File: src/rtl/seg595_rx.sv
// seg595_rx: receives 16-bit frames from a 74HC595-style serial bus
// (shift clock, latch clock, data). Each frame is one segment byte followed
// by one digit-select byte. A well-formed frame updates one of eight digit
// registers, and the module decodes the lit-segment pattern into a
// character code.
module seg595_rx #(
    parameter bit SEG_ACTIVE_LOW = 1'b1,
    parameter bit DIG_ACTIVE_LOW = 1'b1
) (
    input  logic        clk,
    input  logic        rst_n,
    input  logic        sclk_in,
    input  logic        rclk_in,
    input  logic        sdio_in,
    output logic [63:0] seg_pat,
    output logic [39:0] seg_code,
    output logic [7:0]  dot_en,
    output logic        frame_valid,
    output logic [2:0]  frame_dig,
    output logic        frame_err
);

    typedef enum logic [1:0] {
        ST_IDLE  = 2'd0,
        ST_SHIFT = 2'd1,
        ST_FULL  = 2'd2,
        ST_OVER  = 2'd3
    } state_t;

    // Character decode of the 7 segment bits {g,f,e,d,c,b,a}.
    // 16 = blank, 31 = unrecognised.
    function automatic logic [4:0] decode7(input logic [6:0] p);
        logic [4:0] c;
        case (p)
            7'h3F:   c = 5'd0;
            7'h06:   c = 5'd1;
            7'h5B:   c = 5'd2;
            7'h4F:   c = 5'd3;
            7'h66:   c = 5'd4;
            7'h6D:   c = 5'd5;
            7'h7D:   c = 5'd6;
            7'h07:   c = 5'd7;
            7'h7F:   c = 5'd8;
            7'h6F:   c = 5'd9;
            7'h77:   c = 5'd10;
            7'h7C:   c = 5'd11;
            7'h39:   c = 5'd12;
            7'h5E:   c = 5'd13;
            7'h79:   c = 5'd14;
            7'h71:   c = 5'd15;
            7'h00:   c = 5'd16;
            default: c = 5'd31;
        endcase
        return c;
    endfunction

    // Synchronizer and edge-detect bit order: {sdio, rclk, sclk}
    logic [2:0]  sync1;
    logic [2:0]  sync2;
    logic [1:0]  clk_prev;
    logic        sclk_rise;
    logic        rclk_rise;
    logic        sdio_s;

    logic [15:0] shift_reg;
    logic [4:0]  bit_cnt;
    state_t      state_reg;

    logic [15:0] shift_post;
    logic [4:0]  cnt_post;
    state_t      state_post;
    state_t      state_next;
    logic [4:0]  cnt_next;

    logic [7:0]  seg_corr;
    logic [7:0]  dig_corr;
    logic        dig_onehot;
    logic [2:0]  dig_idx;
    logic [4:0]  code_new;
    logic        accept;
    logic        reject;

    logic [7:0]  pat_reg  [8];
    logic [4:0]  code_reg [8];

    // Two-flop synchronizers plus a registered copy for edge detection
    always_ff @(posedge clk or negedge rst_n) begin
        if (!rst_n) begin
            sync1    <= '0;
            sync2    <= '0;
            clk_prev <= '0;
        end else begin
            sync1    <= {sdio_in, rclk_in, sclk_in};
            sync2    <= sync1;
            clk_prev <= sync2[1:0];
        end
    end

    assign sclk_rise = sync2[0] & ~clk_prev[0];
    assign rclk_rise = sync2[1] & ~clk_prev[1];
    assign sdio_s    = sync2[2];

    // Shift path: a shift in this cycle is applied before any latch looks at it
    always_comb begin
        shift_post = shift_reg;
        cnt_post   = bit_cnt;
        if (sclk_rise) begin
            shift_post = {shift_reg[14:0], sdio_s};
            if (bit_cnt != 5'd31) begin
                cnt_post = bit_cnt + 5'd1;
            end
        end
    end

    // FSM state register together with the bit counter and shift register
    always_ff @(posedge clk or negedge rst_n) begin
        if (!rst_n) begin
            state_reg <= ST_IDLE;
            bit_cnt   <= '0;
            shift_reg <= '0;
        end else begin
            state_reg <= state_next;
            bit_cnt   <= cnt_next;
            shift_reg <= shift_post;
        end
    end

    // FSM next state: advance on a shift, then return to IDLE on any latch
    always_comb begin
        state_post = state_reg;
        if (sclk_rise) begin
            case (state_reg)
                ST_IDLE:  state_post = ST_SHIFT;
                ST_SHIFT: state_post = (cnt_post == 5'd16) ? ST_FULL : ST_SHIFT;
                ST_FULL:  state_post = ST_OVER;
                default:  state_post = ST_OVER;
            endcase
        end
        state_next = rclk_rise ? ST_IDLE : state_post;
        cnt_next   = rclk_rise ? 5'd0 : cnt_post;
    end

    // FSM outputs: judge the latched frame from the post-shift state and data
    always_comb begin
        seg_corr   = SEG_ACTIVE_LOW ? ~shift_post[15:8] : shift_post[15:8];
        dig_corr   = DIG_ACTIVE_LOW ? ~shift_post[7:0]  : shift_post[7:0];
        dig_onehot = (dig_corr != 8'd0) && ((dig_corr & (dig_corr - 8'd1)) == 8'd0);
        dig_idx    = 3'd0;
        for (int i = 0; i < 8; i++) begin
            if (dig_corr[i]) begin
                dig_idx = 3'(i);
            end
        end
        code_new = decode7(seg_corr[6:0]);
        accept   = rclk_rise && (state_post == ST_FULL) && dig_onehot;
        reject   = rclk_rise && !accept;
    end

    // Frame status pulses and last-updated digit index
    always_ff @(posedge clk or negedge rst_n) begin
        if (!rst_n) begin
            frame_valid <= 1'b0;
            frame_err   <= 1'b0;
            frame_dig   <= 3'd0;
        end else begin
            frame_valid <= accept;
            frame_err   <= reject;
            if (accept) begin
                frame_dig <= dig_idx;
            end
        end
    end

    // One register pair per digit; untouched digits hold their value
    for (genvar gi = 0; gi < 8; gi++) begin : g_digit
        // Load this digit only when an accepted frame addresses it
        always_ff @(posedge clk or negedge rst_n) begin
            if (!rst_n) begin
                pat_reg[gi]  <= 8'd0;
                code_reg[gi] <= 5'd16;
            end else if (accept && (dig_idx == 3'(gi))) begin
                pat_reg[gi]  <= seg_corr;
                code_reg[gi] <= code_new;
            end
        end

        assign seg_pat[8*gi +: 8]  = pat_reg[gi];
        assign seg_code[5*gi +: 5] = code_reg[gi];
        assign dot_en[gi]          = pat_reg[gi][7];
    end

endmodule

File: config.mk
export PLATFORM = sky130hd
export DESIGN_NAME = seg595_rx
export DESIGN_NICKNAME = d
export VERILOG_FILES = /design/src/rtl/seg595_rx.sv
export SDC_FILE = /design/constraint.sdc
export NUM_CORES = 1
export LEC_CHECK = 0
export ABC_CLOCK_PERIOD_IN_PS = 8000
export CAP_MARGIN = 30
export CELL_PAD_IN_SITES_DETAIL_PLACEMENT = 1
export CELL_PAD_IN_SITES_GLOBAL_PLACEMENT = 1
export CORE_MARGIN = 8
export CORE_UTILIZATION = 51
export CTS_CLUSTER_SIZE = 14
export DETAILED_ROUTE_END_ITERATION = 7
export DONT_BUFFER_PORTS = 1
export PLACE_DENSITY_LB_ADDON = 0.1
export REMOVE_ABC_BUFFERS = 1
export SYNTH_ARGS = -nofsm -noshare
export SYNTH_HDL_FRONTEND = slang
export SYNTH_SLANG_ARGS = --single-unit
File: constraint.sdc
create_clock -name clk -period 8 [get_ports clk]
set_clock_uncertainty 0.2 [all_clocks]
set_input_delay 1.6 -clock clk [delete_from_list [all_inputs] [get_ports clk]]
set_output_delay 1.6 -clock clk [all_outputs]
set_load 0.05 [all_outputs]
==> impl_metrics.py, run 1 <==
metrics = {
    "synthesis": {
        "avgSynthCellArea_um2": 12.7,
        "synth_cell_types": 72,
        "synth-edff-count": 0,
        "yosysTopAreaCell": "dfrtp_1",
        "synth_cells": 500,
        "yosys_warnings": 0,
        "synth-main-ff-cell": "dfrtp_1",
        "synth_area_leaders": "dfrtp_1 52%, mux2_1 9.9%, mux2_2 7.3%, dfstp_2 3.3%, mux2_4 2.1%",
        "yosysSeqAreaShare": 0.553,
        "synthArstFlopShare": 1.00,
        "ys_seq_elements": 140,
        "synth_common_cells": "132 x dfrtp_1, 56 x mux2_1, 41 x mux2_2",
        "yosysMostFrequentCell": "dfrtp_1",
        "synth_top_area_share": 0.520,
        "syn_area_mm2": 0.00635,
    },
    "critical_path": {
        "crit_family": "simple AND/OR/NAND/NOR gates",
        "crit_path_start": "sync2[0]$_DFF_PN0_",
        "worst_path_max_delay_cell": "nand3_1",
        "crit_type": "reg2reg",
        "cp.arrival_ns": 4.50,
        "r2r_end": "seg_code[13]$_DFFE_PN0P_",
        "rr_startpoint": "sync2[0]$_DFF_PN0_",
        "crit_path_end": "seg_code[13]$_DFFE_PN0P_",
        "slowest_delay_ns": 0.84,
        "start_kind": "flop",
        "r2r_cells": 6,
        "end_kind": "flop",
        "required_ns": 8.09,
        "critPathBufInv": 0,
        "reg2reg_setup_slack_ns": 3.59,
        "cp.depth": 6,
        "critPathMaxFanout": 14,
        "cp_cell_sequence": "nor2b_1, mux2i_2, o41ai_1, nor4_4, nand3_1, mux2_2",
    },
    "drt": {
        "vias": 3884,
        "routed_via_density": 5.83,
        "drt-pass1-iter-count": 4,
        "drc_errors": 0,
        "wl_per_cell_um": 23.4,
        "drt_wl_total_um": 15600,
        "drtIter0Drc": 190,
        "antenna_left": 0,
    },
    "clocking": {
        "root_buffer": "clkbuf_16",
        "clock-sinks": 140,
        "cts.clk_slew.worst_paths_ns": 0.06,
        "clock_latency_ns": 0.42,
        "htreeDepth": 4,
        "cts.path.max_buffers": 2,
        "post_cts_resized": 0,
        "hold_buffers": 0,
        "cts_setup_buffers": 0,
        "numCtsBuffers": 17,
        "cts_tree": "done",
    },
    "timing": {
        "tns_ns": 0,
        "worst_pin_slew_ns": 0.929,
        "slew_violations": 0,
        "setup_viol": 0,
        "timing.final.crit_share": 0.551,
        "rsz0062_at_grt": "false",
        "final.min_clock_period_ns": 4.41,
        "timing.hold.ws_ns": 0.150,
        "fmax_ghz": 0.227,
        "slew_headroom": 0.380,
        "final-hold-violation-count": 0,
    },
    "floorplanning": {
        "start_util": 0.525,
        "io_pins": 122,
        "die_h_um": 128,
        "rows": 40,
        "die_w_um": 128,
        "core_mm2": 0.0121,
        "die_area_mm2": 0.0163,
    },
    "final_layout": {
        "drive_gt1_frac": 0.225,
        "stdcell_count": 666,
        "n_fill_cell": 1226,
        "fin_nets": 491,
        "num_antenna_cells": 0,
        "largest_reg_flops": 56,
        "final_core_util": 0.573,
        "area_delta_synth_final_pct": 9.16,
    },
    "place": {
        "place_congestion": 0.835,
        "dpl.hpwl_um": 10200,
        "port_buffers": 0,
        "placedCellCount": 634,
    },
    "power_and_ir_drop": {
        "power_density_mw_per_mm2": 272,
        "leakage_nw": 3.53,
        "ir_worst_vdd_mv": 0.171,
    },
    "global_route": {
        "gr-total-overflow": 0,
        "grt_pass1_wl_um": 25200,
        "track_usage": 0.202,
        "grt_max_degree": 141,
        "grt_pass1_vias": 4234,
        "antenna_found_initial": 0,
    },
    "status": {
        "outcome": "finished, final reports clean",
    },
    "flow_run": {
        "cap_violations": 0,
    },
    "worst_hold_path": {
        "hp-class": "reg2reg",
    },
}
-- metrics by stage --
stage               instance area (um2)  power (mW)  setup slack [ns]
floorplan                          6110        1.02              3.98
detailed placement                 6350        1.11              3.59
finish                             6940        1.89              3.59
global route                       6940        1.97              3.25
global placement                   6350        1.11              3.73
CTS                                6940        1.90              3.45
-- cells by family (layout without fill, tap and decap cells) --
kind of cell,Yosys count,after routing,synth area share
xor+xnor,1,1,0.00138
fa+ha+maj,1,1,0.00197
flops,140,140,0.553
buf+inv,57,55,0.0490
compound gates,64,64,0.0821
simple gates,123,123,0.106
mux,114,114,0.206
-- worst reg2reg max path: cells and delay by family (launching register included) --
kind,cells,cell delay (ns)
compound gates,1,0.24
mux,2,1.14
simple gates,3,2.18
flops,1,0.51
-- metal layers --
layer,track usage,share of wire
met1,0.232,0.39
met2,0.340,0.52
met3,0.0832,0.072
met4,0.0587,0.011
met5,0,0
-- layout make-up --
class / count / area [um2] / area share
Tap cell: 168 / 210 / 0.0303
Sequential cell: 140 / 3510 / 0.506
Multi-Input combinational cell: 303 / 2530 / 0.365
Clock buffer: 20 / 447 / 0.0644
Timing Repair Buffer: 4 / 30.0 / 0.00433
Inverter: 19 / 71.3 / 0.0103
Clock inverter: 12 / 135 / 0.0195
-- layout by cell type, fill, tap and decap left out, types with 3 or more instances in the layout --
cell type  instances
nor2b_1            8
buf_4              4
a21oi_1           13
dfstp_2            8
mux2_1            56
clkbuf_16         17
nand3_1            8
mux2i_1            7
and3_1             5
nand4_1            8
nor3_1             9
a32o_1             4
nand3b_1           4
nand2_1           29
o21ai_0            7
mux2_2            41
nor2_1            24
o22ai_1            3
and2_1             3
a22oi_1            3
inv_1             18
dfrtp_1          132
nand2b_1           5
mux2_4             9
inv_6              5
clkinv_2           3
-- worst min path at each step --
stage | from | endpoint | slack [ns] | cells after the start
3_5_place_dp | sync1[1]$_DFF_PN0_ | sync2[1]$_DFF_PN0_ | 0.14 | 0
6_report | sync1[1]$_DFF_PN0_ | sync2[1]$_DFF_PN0_ | 0.15 | 0
4_1_cts | sync1[1]$_DFF_PN0_ | sync2[1]$_DFF_PN0_ | 0.15 | 0
3_3_place_gp | sync1[1]$_DFF_PN0_ | sync2[1]$_DFF_PN0_ | 0.14 | 0
5_1_grt | sync1[1]$_DFF_PN0_ | sync2[1]$_DFF_PN0_ | 0.17 | 0
2_1_floorplan | sync1[0]$_DFF_PN0_ | sync2[0]$_DFF_PN0_ | 0.13 | 0
-- power breakdown --
part           total, mW  switching [mW]  leakage (nW)  internal, mW
clock network      0.780           0.309         0.286         0.471
logic              0.328           0.210          1.35         0.118
registers          0.778          0.0467          1.89         0.731
total               1.89           0.566          3.53          1.32
Power figures use the tool's default switching activity.
==> run 2, diff against run 1 <==
--- a/config.mk
+++ b/config.mk
@@ -5,7 +5,7 @@
 export SDC_FILE = /design/constraint.sdc
 export NUM_CORES = 1
 export LEC_CHECK = 0
-export ABC_CLOCK_PERIOD_IN_PS = 8000
+export ABC_CLOCK_PERIOD_IN_PS = 4600
 export CAP_MARGIN = 30
 export CELL_PAD_IN_SITES_DETAIL_PLACEMENT = 1
 export CELL_PAD_IN_SITES_GLOBAL_PLACEMENT = 1
==> constraint.sdc (replaced) <==
create_clock -name clk -period 4.6 [get_ports clk]
set_clock_uncertainty 0.2 [all_clocks]
set_input_delay 0.92 -clock clk [delete_from_list [all_inputs] [get_ports clk]]
set_output_delay 0.92 -clock clk [all_outputs]
set_load 0.05 [all_outputs]
==> run 2 against run 1 <==
Net effect: total power is 75% higher; critical path depth is 2 higher; flip-flop and latch count stayed put; via count is 0.23% higher; core utilization is 0.88 points higher; clock-buffer cell count stayed put; worst setup slack worse by 2.8 ns; die area stayed put; global-route usage is 0.52 points higher; hold slack worse by 0.015 ns; critical path type unchanged.
==> impl_metrics.py, run 2 (synthesized netlist as in run 1, its figures left out) <==
metrics = {
    "status": {
        "outcome": "finished, final reports clean",
    },
    "drt": {
        "drt_wl_total_um": 16100,
        "drt-pass1-iter-count": 4,
        "drc_errors": 0,
        "antenna_left": 0,
        "routed_via_density": 5.75,
        "drtIter0Drc": 197,
        "wl_per_cell_um": 23.7,
        "vias": 3893,
    },
    "clocking": {
        "clock_latency_ns": 0.43,
        "clock-sinks": 140,
        "cts.clk_slew.worst_paths_ns": 0.06,
        "root_buffer": "clkbuf_16",
        "numCtsBuffers": 17,
        "post_cts_resized": 0,
        "cts.path.max_buffers": 2,
        "hold_buffers": 1,
        "cts_setup_buffers": 0,
        "cts_tree": "done",
        "htreeDepth": 4,
    },
    "power_and_ir_drop": {
        "power_density_mw_per_mm2": 470,
        "ir_worst_vdd_mv": 0.340,
        "pwr-share-comb": 0.181,
        "p_sw_frac": 0.305,
        "leakage_nw": 3.59,
        "power_switching_mw": 1.01,
        "intPower_mw": 2.30,
        "clockPowerShare": 0.410,
        "seqPwrFrac": 0.409,
    },
    "place": {
        "dpl.hpwl_um": 10500,
        "port_buffers": 0,
        "placed_area_mm2": 0.00643,
        "place_congestion": 0.905,
    },
    "worst_hold_path": {
        "hp-class": "in2async",
    },
    "final_layout": {
        "most-common-layout-cells": "132 x dfrtp_1, 56 x mux2_1, 41 x mux2_2",
        "fin_nets": 502,
        "largest_reg_flops": 56,
        "final_area_mm2": 0.00704,
        "area_delta_synth_final_pct": 10.8,
        "drive_gt1_frac": 0.242,
        "num_antenna_cells": 0,
        "final_common_cell": "dfrtp_1",
    },
    "timing": {
        "final-hold-violation-count": 0,
        "rsz0062_at_grt": "false",
        "slew_violations": 0,
        "slew_headroom": 0.381,
        "worst_pin_slew_ns": 0.928,
        "tns_ns": 0,
        "final.min_clock_period_ns": 3.77,
        "setup_viol": 0,
        "timing.final.crit_share": 0.820,
        "fmax_ghz": 0.265,
    },
    "floorplanning": {
        "die_h_um": 128,
        "start_util": 0.525,
        "die_area_mm2": 0.0163,
        "die_w_um": 128,
        "rows": 40,
        "io_pins": 122,
        "core_mm2": 0.0121,
    },
    "critical_path": {
        "critPathMaxFanout": 13,
        "start_kind": "flop",
        "end_kind": "flop",
        "crit_type": "reg2reg",
        "cp.arrival_ns": 3.88,
        "required_ns": 4.70,
    },
    "flow_run": {
        "cap_violations": 0,
    },
    "global_route": {
        "gr-total-overflow": 0,
        "grt_max_degree": 133,
        "grt_pass1_wl_um": 25500,
        "grt_pass1_vias": 4178,
        "antenna_found_initial": 0,
        "track_usage": 0.207,
    },
}
==> run 2: worst max-delay path, cell delays in order (launching register included) <==
cell       delay, ns
dfrtp_1         0.50
nor2b_1         0.55
buf_4           0.28
o21ai_0         0.10
a2bb2oi_1       0.20
a311oi_1        0.17
nor4_4          0.62
nand3_2         0.55
mux2_1          0.49
==> run 2: per-stage QoR <==
step | utilization | worst slack [ns] | hold slack, ns | power [mW] | std cells
floorplan | - | 0.581 | 0.131 | 1.78 | 462
global placement | 0.531 | 1.01 | 0.138 | 1.94 | 644
detailed placement | 0.531 | 0.810 | 0.143 | 1.95 | 644
CTS | 0.582 | 0.791 | 0.120 | 3.34 | 677
global route | 0.582 | 0.566 | 0.112 | 3.46 | 677
finish | 0.582 | 0.827 | 0.135 | 3.31 | 677
==> run 2: final cells by class <==
| cell class | count | area [um2] |
|---|---|---|
| Clock buffer | 20 | 447 |
| Clock inverter | 12 | 139 |
| Fill cell | 1222 | 5070 |
| Inverter | 19 | 71.3 |
| Multi-Input combinational cell | 303 | 2530 |
| Sequential cell | 140 | 3510 |
| Tap cell | 168 | 210 |
| Timing Repair Buffer | 15 | 133 |
==> run 2: final timing paths <==
path	cells after the start	slack, ns	start	endpoint
max	8	0.83	sync2[0]$_DFF_PN0_	seg_code[8]$_DFFE_PN0P_
min reg2reg	0	0.15	sync1[1]$_DFF_PN0_	sync2[1]$_DFF_PN0_
max reg2reg	8	0.83	sync2[0]$_DFF_PN0_	seg_code[8]$_DFFE_PN0P_
min in group clk	0	0.15	sync1[1]$_DFF_PN0_	sync2[1]$_DFF_PN0_
max in group asynchronous	1	3.39	rst_n	clk_prev[1]$_DFF_PN0_
min	0	0.14	rst_n	seg_code[19]$_DFFE_PN1P_
==> run 2: power groups by stage <==
stage / Combinational [mW] / Sequential [mW] / Clock, mW
final: 0.598 / 1.35 / 1.36
after global routing: 0.672 / 1.36 / 1.43
after CTS: 0.603 / 1.35 / 1.38
after detailed placement: 0.573 / 1.37 / 0
after global placement: 0.565 / 1.37 / 0
after floorplan: 0.432 / 1.35 / 0
==> run 2: routing by layer <==
| layer | vias to the layer above | wire length (um) | GRT usage |
|---|---|---|---|
| met5 | - | 0 | 0 |
| met4 | 0 | 291 | 0.0727 |
| met3 | 21 | 1340 | 0.0936 |
| met2 | 88 | 7940 | 0.332 |
| met1 | 2023 | 6490 | 0.242 |
| li1 | 1761 | - | - |
==> RTL change: new RTL, flow settings as in run 2 <==
`shift_reg` no longer has a reset.
--- a/src/rtl/seg595_rx.sv
+++ b/src/rtl/seg595_rx.sv
@@ -118,10 +118,12 @@
             state_reg <= ST_IDLE;
             bit_cnt   <= '0;
-            shift_reg <= '0;
         end else begin
             state_reg <= state_next;
             bit_cnt   <= cnt_next;
-            shift_reg <= shift_post;
         end
+    end
+
+    always_ff @(posedge clk) begin
+        shift_reg <= shift_post;
     end
 
Formal check against the unedited RTL: no difference found for any inputs over 10 cycles, from zero or initial values and one cycle with rst_n low; that may be too few to reach the edited logic, so the function may still have changed.
==> RTL change against run 2 <==
Setup slack better by 0.16 ns. Routed wire length is 1.1% higher. Sequential cell count stayed put. Critical endpoint is now seg_code[7]$_DFFE_PN0P_. Synthesized area is 3.2% lower. Die area is 2.8% lower. Power is 7.6% lower. Final area is 4.0% lower.
==> RTL change: results <==
<?xml version="1.0" encoding="UTF-8"?>
<metrics>
  <group name="power_and_ir_drop">
    <metric name="pwr-share-clk" unit="%">40.4</metric>
    <metric name="comb_pwr_share" unit="%">15.2</metric>
    <metric name="leakagePower" unit="nW">3.290</metric>
    <metric name="ir_drop_worst_vdd" unit="mV">0.3773</metric>
  </group>
  <group name="placed_design">
    <metric name="gp_congestion" unit="">0.8665</metric>
    <metric name="pre_cts_ws" unit="ns">1.018</metric>
    <metric name="dpl.cell_count" unit="">614</metric>
    <metric name="hpwlAfterDp" unit="mm">10.80</metric>
  </group>
  <group name="setup_path">
    <metric name="critical_path_peak_fanout" unit="">36</metric>
    <metric name="startpoint" unit="">sync2[0]$_DFF_PN0_</metric>
    <metric name="arrival_time_worst_endpoint" unit="ns">3.72</metric>
    <metric name="register_to_register_path_setup_slack" unit="ns">0.98</metric>
  </group>
  <group name="synthesis">
    <metric name="netlist_top_cells_area" unit="">sky130_fd_sc_hd__dfrtp_1, sky130_fd_sc_hd__mux2_2, sky130_fd_sc_hd__dfxtp_1</metric>
    <metric name="synth-xor-area-share" unit="%">0.2846</metric>
    <metric name="most_instantiated_cells_after_synthesis" unit="">sky130_fd_sc_hd__dfrtp_1, sky130_fd_sc_hd__mux2_2, sky130_fd_sc_hd__nand2_1, sky130_fd_sc_hd__inv_1, sky130_fd_sc_hd__a21oi_1</metric>
    <metric name="synth.avg_cell_area" unit="sq um">12.46</metric>
    <metric name="synth-compound-area-share" unit="%">9.331</metric>
    <metric name="synth-seq-area-share" unit="%">55.78</metric>
    <metric name="yosys.area_share.adder" unit="%">0.2033</metric>
    <metric name="ys_async_sr_fraction" unit="%">88.57</metric>
  </group>
  <group name="global_routing">
    <metric name="global_route.usage.met1" unit="%">25.54</metric>
    <metric name="met3_demand_to_capacity_share_in_global_routing" unit="%">9.958</metric>
    <metric name="grt.met2_usage" unit="%">33.63</metric>
    <metric name="grtUsageTotal" unit="%">21.28</metric>
    <metric name="grt_max_degree" unit="">117</metric>
  </group>
  <group name="drt">
    <metric name="wl_met1" unit="mm">6.704</metric>
    <metric name="dr.first_iter.drc_count" unit="">220</metric>
    <metric name="vias" unit="">3942</metric>
    <metric name="postRouteWirelength" unit="mm">16.24</metric>
    <metric name="amount_of_wire_on_met2_after_detailed_routing" unit="mm">7.943</metric>
    <metric name="detail_route.wl_per_cell" unit="um">25.10</metric>
  </group>
  <group name="cts">
    <metric name="ctsLongestPathBuffers" unit="">2</metric>
  </group>
  <group name="run_status">
    <metric name="status" unit="">complete, no violations</metric>
  </group>
  <group name="sta">
    <metric name="final_min_period_over_clock_period" unit="%">78.61</metric>
    <metric name="relSlewSlack" unit="%">36.38</metric>
  </group>
  <group name="final_layout">
    <metric name="final_nets" unit="">493</metric>
    <metric name="fill_cells" unit="">1191</metric>
  </group>
</metrics>
RTL change: critical path, stage by stage (launching register included):
cell,delay [ns]
sky130_fd_sc_hd__dfrtp_1,0.56
sky130_fd_sc_hd__nor2b_2,0.23
sky130_fd_sc_hd__buf_4,0.34
sky130_fd_sc_hd__a41oi_1,0.19
sky130_fd_sc_hd__a221oi_1,0.33
sky130_fd_sc_hd__a31oi_1,0.19
sky130_fd_sc_hd__nor2_1,0.24
sky130_fd_sc_hd__and4_1,0.79
sky130_fd_sc_hd__mux2_2,0.42
RTL change: cell type report:
class                   instances  area, sq um  share of cell area [%]
clock buffers                  22        464.2                   6.864
clock inverters                10        68.82                   1.018
inverters                      20        75.07                   1.110
multi-input cells             296         2427                   35.89
flip-flops and latches        140         3433                   50.77
well taps                     147        183.9                   2.720
repair buffers                 12        110.1                   1.628
